`src/rtl/reg_write_scoreboard.sv`:
```
// Writer-side register scoreboard: per-register countdowns to writeback that raise RAW/WAW stalls for FD.
// Optional build macro SCOREBOARD_WB_BYPASS_EN: register file writes in the first half-cycle (cnt==1 is not a RAW hazard).
module reg_write_scoreboard #(
  parameter int CNT_W   = 6,
  parameter int ALU_LAT = 3,
  parameter int LW_LAT  = 3,
  parameter int MD_LAT  = 34
) (
  input  logic        clock,
  input  logic        reset_n,
  input  logic        issue_valid,
  input  logic [31:0] issue_insn,
  input  logic        flush,
  input  logic [31:0] fd_insn,
  output logic        stall,
  output logic        stall_raw,
  output logic        stall_waw,
  output logic [31:0] busy_vec
);

  localparam logic [4:0] OP_RTYPE = 5'b00000;
  localparam logic [4:0] OP_BNE   = 5'b00010;
  localparam logic [4:0] OP_JAL   = 5'b00011;
  localparam logic [4:0] OP_JR    = 5'b00100;
  localparam logic [4:0] OP_ADDI  = 5'b00101;
  localparam logic [4:0] OP_BLT   = 5'b00110;
  localparam logic [4:0] OP_SW    = 5'b00111;
  localparam logic [4:0] OP_LW    = 5'b01000;
  localparam logic [4:0] OP_SETX  = 5'b10101;
  localparam logic [4:0] OP_BEX   = 5'b10110;
  localparam logic [4:0] ALU_MUL  = 5'b00110;
  localparam logic [4:0] ALU_DIV  = 5'b00111;

  localparam logic [CNT_W-1:0] ALU_CNT = CNT_W'(ALU_LAT);
  localparam logic [CNT_W-1:0] LW_CNT  = CNT_W'(LW_LAT);
  localparam logic [CNT_W-1:0] MD_CNT  = CNT_W'(MD_LAT);

  typedef struct packed {
    logic             wr;
    logic [4:0]       dest;
    logic [CNT_W-1:0] lat;
  } wr_info_t;

  // Writes to r0 are reported as non-writers so they are never tracked or compared.
  function automatic wr_info_t decode_write(input logic [4:0] op, input logic [4:0] rd,
                                            input logic [4:0] alu_op);
    wr_info_t info;
    info = '0;
    case (op)
      OP_RTYPE: begin
        info.wr   = 1'b1;
        info.dest = rd;
        info.lat  = (alu_op == ALU_MUL || alu_op == ALU_DIV) ? MD_CNT : ALU_CNT;
      end
      OP_ADDI: begin
        info.wr   = 1'b1;
        info.dest = rd;
        info.lat  = ALU_CNT;
      end
      OP_LW: begin
        info.wr   = 1'b1;
        info.dest = rd;
        info.lat  = LW_CNT;
      end
      OP_JAL: begin
        info.wr   = 1'b1;
        info.dest = 5'd31;
        info.lat  = ALU_CNT;
      end
      OP_SETX: begin
        info.wr   = 1'b1;
        info.dest = 5'd30;
        info.lat  = ALU_CNT;
      end
      default: ;
    endcase
    if (info.dest == 5'd0) info.wr = 1'b0;
    return info;
  endfunction

  function automatic logic [31:0] decode_sources(input logic [4:0] op, input logic [4:0] rd,
                                                 input logic [4:0] rs, input logic [4:0] rt);
    logic [31:0] mask;
    mask = '0;
    case (op)
      OP_RTYPE: begin
        mask[rs] = 1'b1;
        mask[rt] = 1'b1;
      end
      OP_ADDI, OP_LW: mask[rs] = 1'b1;
      OP_SW, OP_BNE, OP_BLT: begin
        mask[rd] = 1'b1;
        mask[rs] = 1'b1;
      end
      OP_JR:   mask[rd] = 1'b1;
      OP_BEX:  mask[30] = 1'b1;
      default: ;
    endcase
    mask[0] = 1'b0;
    return mask;
  endfunction

  wr_info_t    issue_info;
  wr_info_t    fd_info;
  logic [31:0] fd_src;
  logic        issue_live;
  logic [31:0] busy_raw;
  logic [31:0] raw_busy;
  logic [31:0] waw_hit;
  logic        unused_insn_bits;

  assign issue_info = decode_write(issue_insn[31:27], issue_insn[26:22], issue_insn[6:2]);
  assign fd_info    = decode_write(fd_insn[31:27], fd_insn[26:22], fd_insn[6:2]);
  assign fd_src     = decode_sources(fd_insn[31:27], fd_insn[26:22], fd_insn[21:17], fd_insn[16:12]);
  assign issue_live = issue_valid & ~flush & issue_info.wr;

  assign unused_insn_bits = ^{issue_insn[21:7], issue_insn[1:0], fd_insn[11:7], fd_insn[1:0]};

  assign busy_raw[0] = 1'b0;
  assign raw_busy[0] = 1'b0;
  assign waw_hit[0]  = 1'b0;

  genvar gi;
  generate
    for (gi = 1; gi < 32; gi++) begin : g_entry
      logic [CNT_W-1:0] cnt_reg;
      logic [CNT_W-1:0] cnt_next;
      logic             young_reg;
      logic             young_next;
      logic             hit;

      assign hit = issue_live && (issue_info.dest == 5'(gi));

      // A flush kills only entries loaded on the previous edge; a fresh load beats the decrement.
      always_comb begin
        cnt_next   = cnt_reg;
        young_next = hit;
        if (flush && young_reg) begin
          cnt_next = '0;
        end else if (hit) begin
          cnt_next = issue_info.lat;
        end else if (cnt_reg != '0) begin
          cnt_next = cnt_reg - CNT_W'(1);
        end
      end

      always_ff @(posedge clock or negedge reset_n) begin
        if (!reset_n) begin
          cnt_reg   <= '0;
          young_reg <= 1'b0;
        end else begin
          cnt_reg   <= cnt_next;
          young_reg <= young_next;
        end
      end

      assign busy_raw[gi] = (cnt_reg != '0) | hit;
`ifdef SCOREBOARD_WB_BYPASS_EN
      assign raw_busy[gi] = (cnt_reg > CNT_W'(1)) | hit;
`else
      assign raw_busy[gi] = busy_raw[gi];
`endif
      // lat < cnt - 1, rewritten as lat + 1 < cnt so cnt == 0 cannot underflow.
      assign waw_hit[gi] = fd_info.wr && (fd_info.dest == 5'(gi)) &&
                           (({1'b0, fd_info.lat} + (CNT_W + 1)'(1)) < {1'b0, cnt_reg});
    end
  endgenerate

  always_comb begin
    stall_raw = 1'b0;
    stall_waw = 1'b0;
    busy_vec  = '0;
    if (reset_n) begin
      stall_raw = |(fd_src & raw_busy);
      stall_waw = |waw_hit;
      busy_vec  = busy_raw;
    end
    stall = stall_raw | stall_waw;
  end

endmodule

```
`config.mk`:
```
export PLATFORM = sky130hd
export DESIGN_NAME = reg_write_scoreboard
export DESIGN_NICKNAME = d
export VERILOG_FILES = /design/src/rtl/reg_write_scoreboard.sv
export SDC_FILE = /design/constraint.sdc
export NUM_CORES = 1
export LEC_CHECK = 0
export CORE_ASPECT_RATIO = 1.75
export CORE_MARGIN = 2
export CORE_UTILIZATION = 35
export CTS_CLUSTER_DIAMETER = 100
export CTS_CLUSTER_SIZE = 10
export DETAILED_ROUTE_END_ITERATION = 12
export PLACE_DENSITY_LB_ADDON = 0.25
export SYNTH_ARGS = -nofsm -noshare
export SYNTH_HDL_FRONTEND = slang
export SYNTH_SLANG_ARGS = --single-unit
```
`constraint.sdc`:
```
create_clock -name clock -period 31.8 [get_ports clock]
set_clock_uncertainty 0.1 [all_clocks]
set_input_delay 9.54 -clock clock [delete_from_list [all_inputs] [get_ports clock]]
set_output_delay 9.54 -clock clock [all_outputs]
set_load 0.005 [all_outputs]
```
# After elaboration in Yosys (flattened, before gate mapping)
# Index checks and enable logic that the tools add are counted.
# Widths: inputs -> output; s select.
# op_classes
n_addsub	32
n_lt_le_gt_ge	37
n_eq_ne	79
mux	111
bitwise	38
n_reduce_logical	200
# op_table
operator	count
$mux 6	95
$lt 7x6->1	31
$reduce_bool 6->1	31
$sub 6x1->6 const B	31
$eq 5x5->1 const B	35
$logic_and 1x1->1	127
$pmux 30 s4	1
$pmux 12 s4	2
$reduce_bool 3->1	31
$eq 5x4->1 const B	18
$eq 5x3->1 const B	17
$or 32x32->32	2
$eq 5x2->1 const B	7
$and 32x32->32	1
$mux 32	1
$or 1x1->1	32
$reduce_or 32->1	1
$reduce_or 31->1	1
$logic_not 5->1	4
$lt 5x6->1 const B	3
$demux 1 s5	3
$ge 5x1->1 const B	3
$eq 5x1->1 const B	2
$add 6x1->7 const B	1
other kinds (8)	17
# totals
ff_bits	217
in_bits	68
out_inout_bits	35
wordCells	559

# Logic depth before layout (Yosys ltp)
# depth
word_depth	13
depth_mapped	16
ltp_nobuf	13

# Least setup slack after synthesis
# Ideal clock, no wire load.
# synth_timing
path_kind	input -> output
startpoint	input port fd_insn[27]
endpoint	output port stall
arrival_time_ns	14.790
required_ns	22.160
slack_ns	7.370
stages	11
path_buffers	1
path_cell_list	buf_4 > nor3_1 > nor4b_1 > ha_1 > a2111oi_0 > mux2_1 > a221o_1 > a22oi_1 > nand4_1 > a2111oi_0 > a31oi_1
# synth_between
elab_chain_cells	10
elab_cells_between_ends	149
classes_between	1 x add/sub; 31 x order compare; 40 x eq/ne; 7 x mux; 2 x bitwise; 68 x reduce/logical
# synth_lines
element	line	rtl
from (decl)	14	input logic [31:0] fd_insn,
parallel branches: the longest is 9 deep, another holds $add 6x1->7	n/a	
$or 1x1->1 *	178	stall = stall_raw | stall_waw;
to (decl)	15	output logic stall,
# Every way passes the cells marked *.

# Worst setup path in the final report
# layout_timing
startpoint	input port fd_insn[28]
endpoint	output port stall
# The elaborated chain is that of the path after synthesis.

==> run_results.csv <==
group,metric,value,unit
run_status,status,"complete, no violations",
synthesis,syn_nets,2170,
grt,grt_usage,23.11,%
floorplan,dieArea,48060,µm²
timing,fin_crit_sh,78.65,%
grt,grt_pass1_wl,86.47,mm
synthesis,syn-cell-area,16190,µm²
timing,fin_tns_setup,0,ns
drt,ant_nets,0,
timing,final_max_slew_viol_count,0,
cts,cts_made_buffers,25,
final_layout,final_common_cell,"nor2_1",
drt,finalWirelength,56.06,mm
final_layout,layout.nets,2225,
timing,fmax,0.03998,GHz
final_layout,final_cell_mix,"nor2_1 (271), dfrtp_1 (217), a21oi_1 (195), nand2_1 (181), inv_1 (148)",
power,power_density,78.67,nW/µm²
cts,clockRootBuffer,"clkbuf_16",
floorplan,fp.dieH,288.5,µm
synthesis,synth.avg_cell_area,8.185,µm²
synthesis,ys.flop_type,"dfrtp_1",
grt,grt_start_max_net_pins,65,
synthesis,synthArstFlopShare,100.0,%
drt,drcViolationCount,0,
place,port_buffers,75,
timing,slew_headroom,20.63,%
final_layout,area_growth,12.06,%
drt,drt-wirelength-per-cell,21.43,µm
timing,final.min_clock_period,25.01,ns
drt,firstDrtPassIters,5,
job,drv_cap,0,
final_layout,largest_reg_flops,186,
critical_path,cp_data_arrival_time,15.37,ns
synthesis,synth_edf_count,0,
hold_path,min_path_type,"reg2reg",
synthesis,synthCells,1978,
power,vdd_drop_max,32.55,µV
timing,fin_hold_ws,0.3525,ns
final_layout,drive_gt1_share,5.463,%
synthesis,ys_ff_latch,217,
drt,vias,14960,
cts,cts_setup_buffers,0,
power,leakagePower,8.170,nW
floorplan,design.core.area,45800,µm²
final_layout,nFillCells,4684,
cts,cts_tree,"built",
floorplan,start_util,35.34,%
critical_path,crit_fanout,31,
cts,cts.sinks,217,
timing,worst_slew_pin_slew,1.174,ns
grt,antenna_found_initial,3,
critical_path,cp-start-kind,"input port",
cts,clockBufferDepth,3,
drt,drtIter0Drc,983,
floorplan,die_x,166.6,µm
synthesis,synth_cell_type_count,104,
cts,cts_resized,0,
floorplan,io_pins,103,
critical_path,required,22.16,ns
timing,final_hold_viol_count,0,
cts,cts.htree.levels,1,
cts,hold_buffers,0,
critical_path,crit_type,"in2out",
grt,grt_pass1_vias,15210,
place,gp_congestion,0.9766,
cts,clk_pin_slew_worst_paths,0.06,ns
place,hpwlAfterDp,41.88,mm
timing,setup_viol,0,
critical_path,worstSetupEndpointType,"primary output",
synthesis,yosysWarnings,0,
timing,rsz0062_at_grt,"no",
floorplan,rows,104,
cts,clkLatencyLatePin,0.53,ns
synthesis,yosysSeqAreaShare,33.54,%
grt,gr-total-overflow,0,
drt,vias_per_cell,5.719,
stage by stage:
| stage | utilization (%) | instance area, µm² | setup slack (ns) | total power, W | instances |
|---|---|---|---|---|---|
| 2_1_floorplan | - | 16190 | 7.370 | 0.001004 | 1978 |
| 3_3_place_gp | 38.23 | 17510 | 7.001 | 0.001152 | 2589 |
| 3_5_place_dp | 38.23 | 17510 | 6.844 | 0.001175 | 2589 |
| 4_1_cts | 39.60 | 18140 | 6.854 | 0.001438 | 2615 |
| 5_1_grt | 39.60 | 18140 | 6.423 | 0.001560 | 2615 |
| 6_report | 39.61 | 18140 | 6.790 | 0.001427 | 2616 |
metal layers:
layer | track usage, % | wire [µm] | up-vias
met1 | 24.95 | 20940 | 7237
met3 | 3.166 | 2795 | 168
met5 | 0 | 21 | -
met2 | 42.54 | 28370 | 424
li1 | - | - | 7128
met4 | 14.35 | 3934 | 4
worst max-delay path: stages:
cell	delay, ns
clkdlybuf4s50_1	1.00
nor3b_1	0.46
o21ai_1	0.30
nand2_2	0.63
buf_4	0.58
ha_1	0.30
nor2_1	0.06
nor4b_1	0.24
o31ai_1	0.11
a31oi_1	0.15
o32ai_1	0.14
a21boi_1	0.43
a2111oi_0	0.13
a2111oi_0	0.49
buf_4	0.22
a31oi_1	0.08
clkdlybuf4s50_1	0.48
path summary, 6_finish.rpt:
kind	startpoint	end	slack [ns]	cells past startpoint
max in group asynchronous	reset_n	g_entry[7].cnt_reg[4]	21.20	3
min reg2reg	g_entry[27].young_reg	g_entry[27].cnt_reg[0]	0.35	1
min in group asynchronous	reset_n	g_entry[8].cnt_reg[0]	8.76	1
min	g_entry[27].young_reg	g_entry[27].cnt_reg[0]	0.35	1
max	fd_insn[28]	stall	6.79	17
max reg2reg	g_entry[4].cnt_reg[0]	g_entry[4].cnt_reg[0]	29.47	7
power breakdown:
group	internal [W]	switching (W)
Sequential	0.000403	0.000116
Clock	0.000138	0.000116
Combinational	0.000293	0.000362
Total	0.000834	0.000593
area by class of cell:
type | instances | area, µm² | area share (%)
Inverter | 152 | 573.1 | 3.159
Tap cell | 583 | 729.5 | 4.021
Sequential cell | 217 | 5430 | 29.93
Clock inverter | 1 | 5.005 | 0.02759
Timing Repair Buffer | 98 | 925.9 | 5.103
Multi-Input combinational cell | 1539 | 9851 | 54.30
Antenna cell | 1 | 2.502 | 0.01379
Clock buffer | 25 | 625.6 | 3.448
kinds of logic (layout without fill, tap and decap cells):
family	count (synthesis)	count (layout)	share of synthesized area, %
simple gates	827	827	25.34
compound gates	471	471	19.37
buf+inv	222	276	5.750
flops	217	217	33.54
fa+ha+maj	124	124	9.583
xor+xnor	105	105	5.680
mux	11	11	0.7110
other cells	1	2	0.02316
synth_stat cells, types with 8 or more instances:
master      n  area [µm²]
nor2_1    272        1021
dfrtp_1   217        5430
a21oi_1   195       975.9
nand2_1   182       683.2
inv_1     148       555.5
ha_1      124        1551
nor3_1    102       510.5
xnor2_1    87       762.0
nand3_1    57       285.3
o21ai_0    51       255.2
clkbuf_1   39       146.4
nand4_1    29       181.4
or3_1      24       150.1
o22ai_1    23       143.9
nor4_1     19       118.9
a21o_1     18       135.1
xor2_1     18       157.7
buf_2      14       70.07
a211oi_1   13       97.59
nor2b_1    13       81.33
nor3b_1    13       97.59
a21boi_0   12       90.09
and2_1     12       75.07
nand2b_1   12       75.07
nand3b_1   12       90.09
o21a_1     12       90.09
a22o_1     11       96.34
a31oi_1    11       68.82
and3_1     11       68.82
o211ai_1   11       82.58
a22oi_1    10       75.07
a221oi_1    9       78.83
and3b_1     9       78.83
buf_6       9       101.4
nor4b_1     9       78.83
or2_2       8       50.05
or4_1       8       60.06
(Power assumes the default switching activity.)
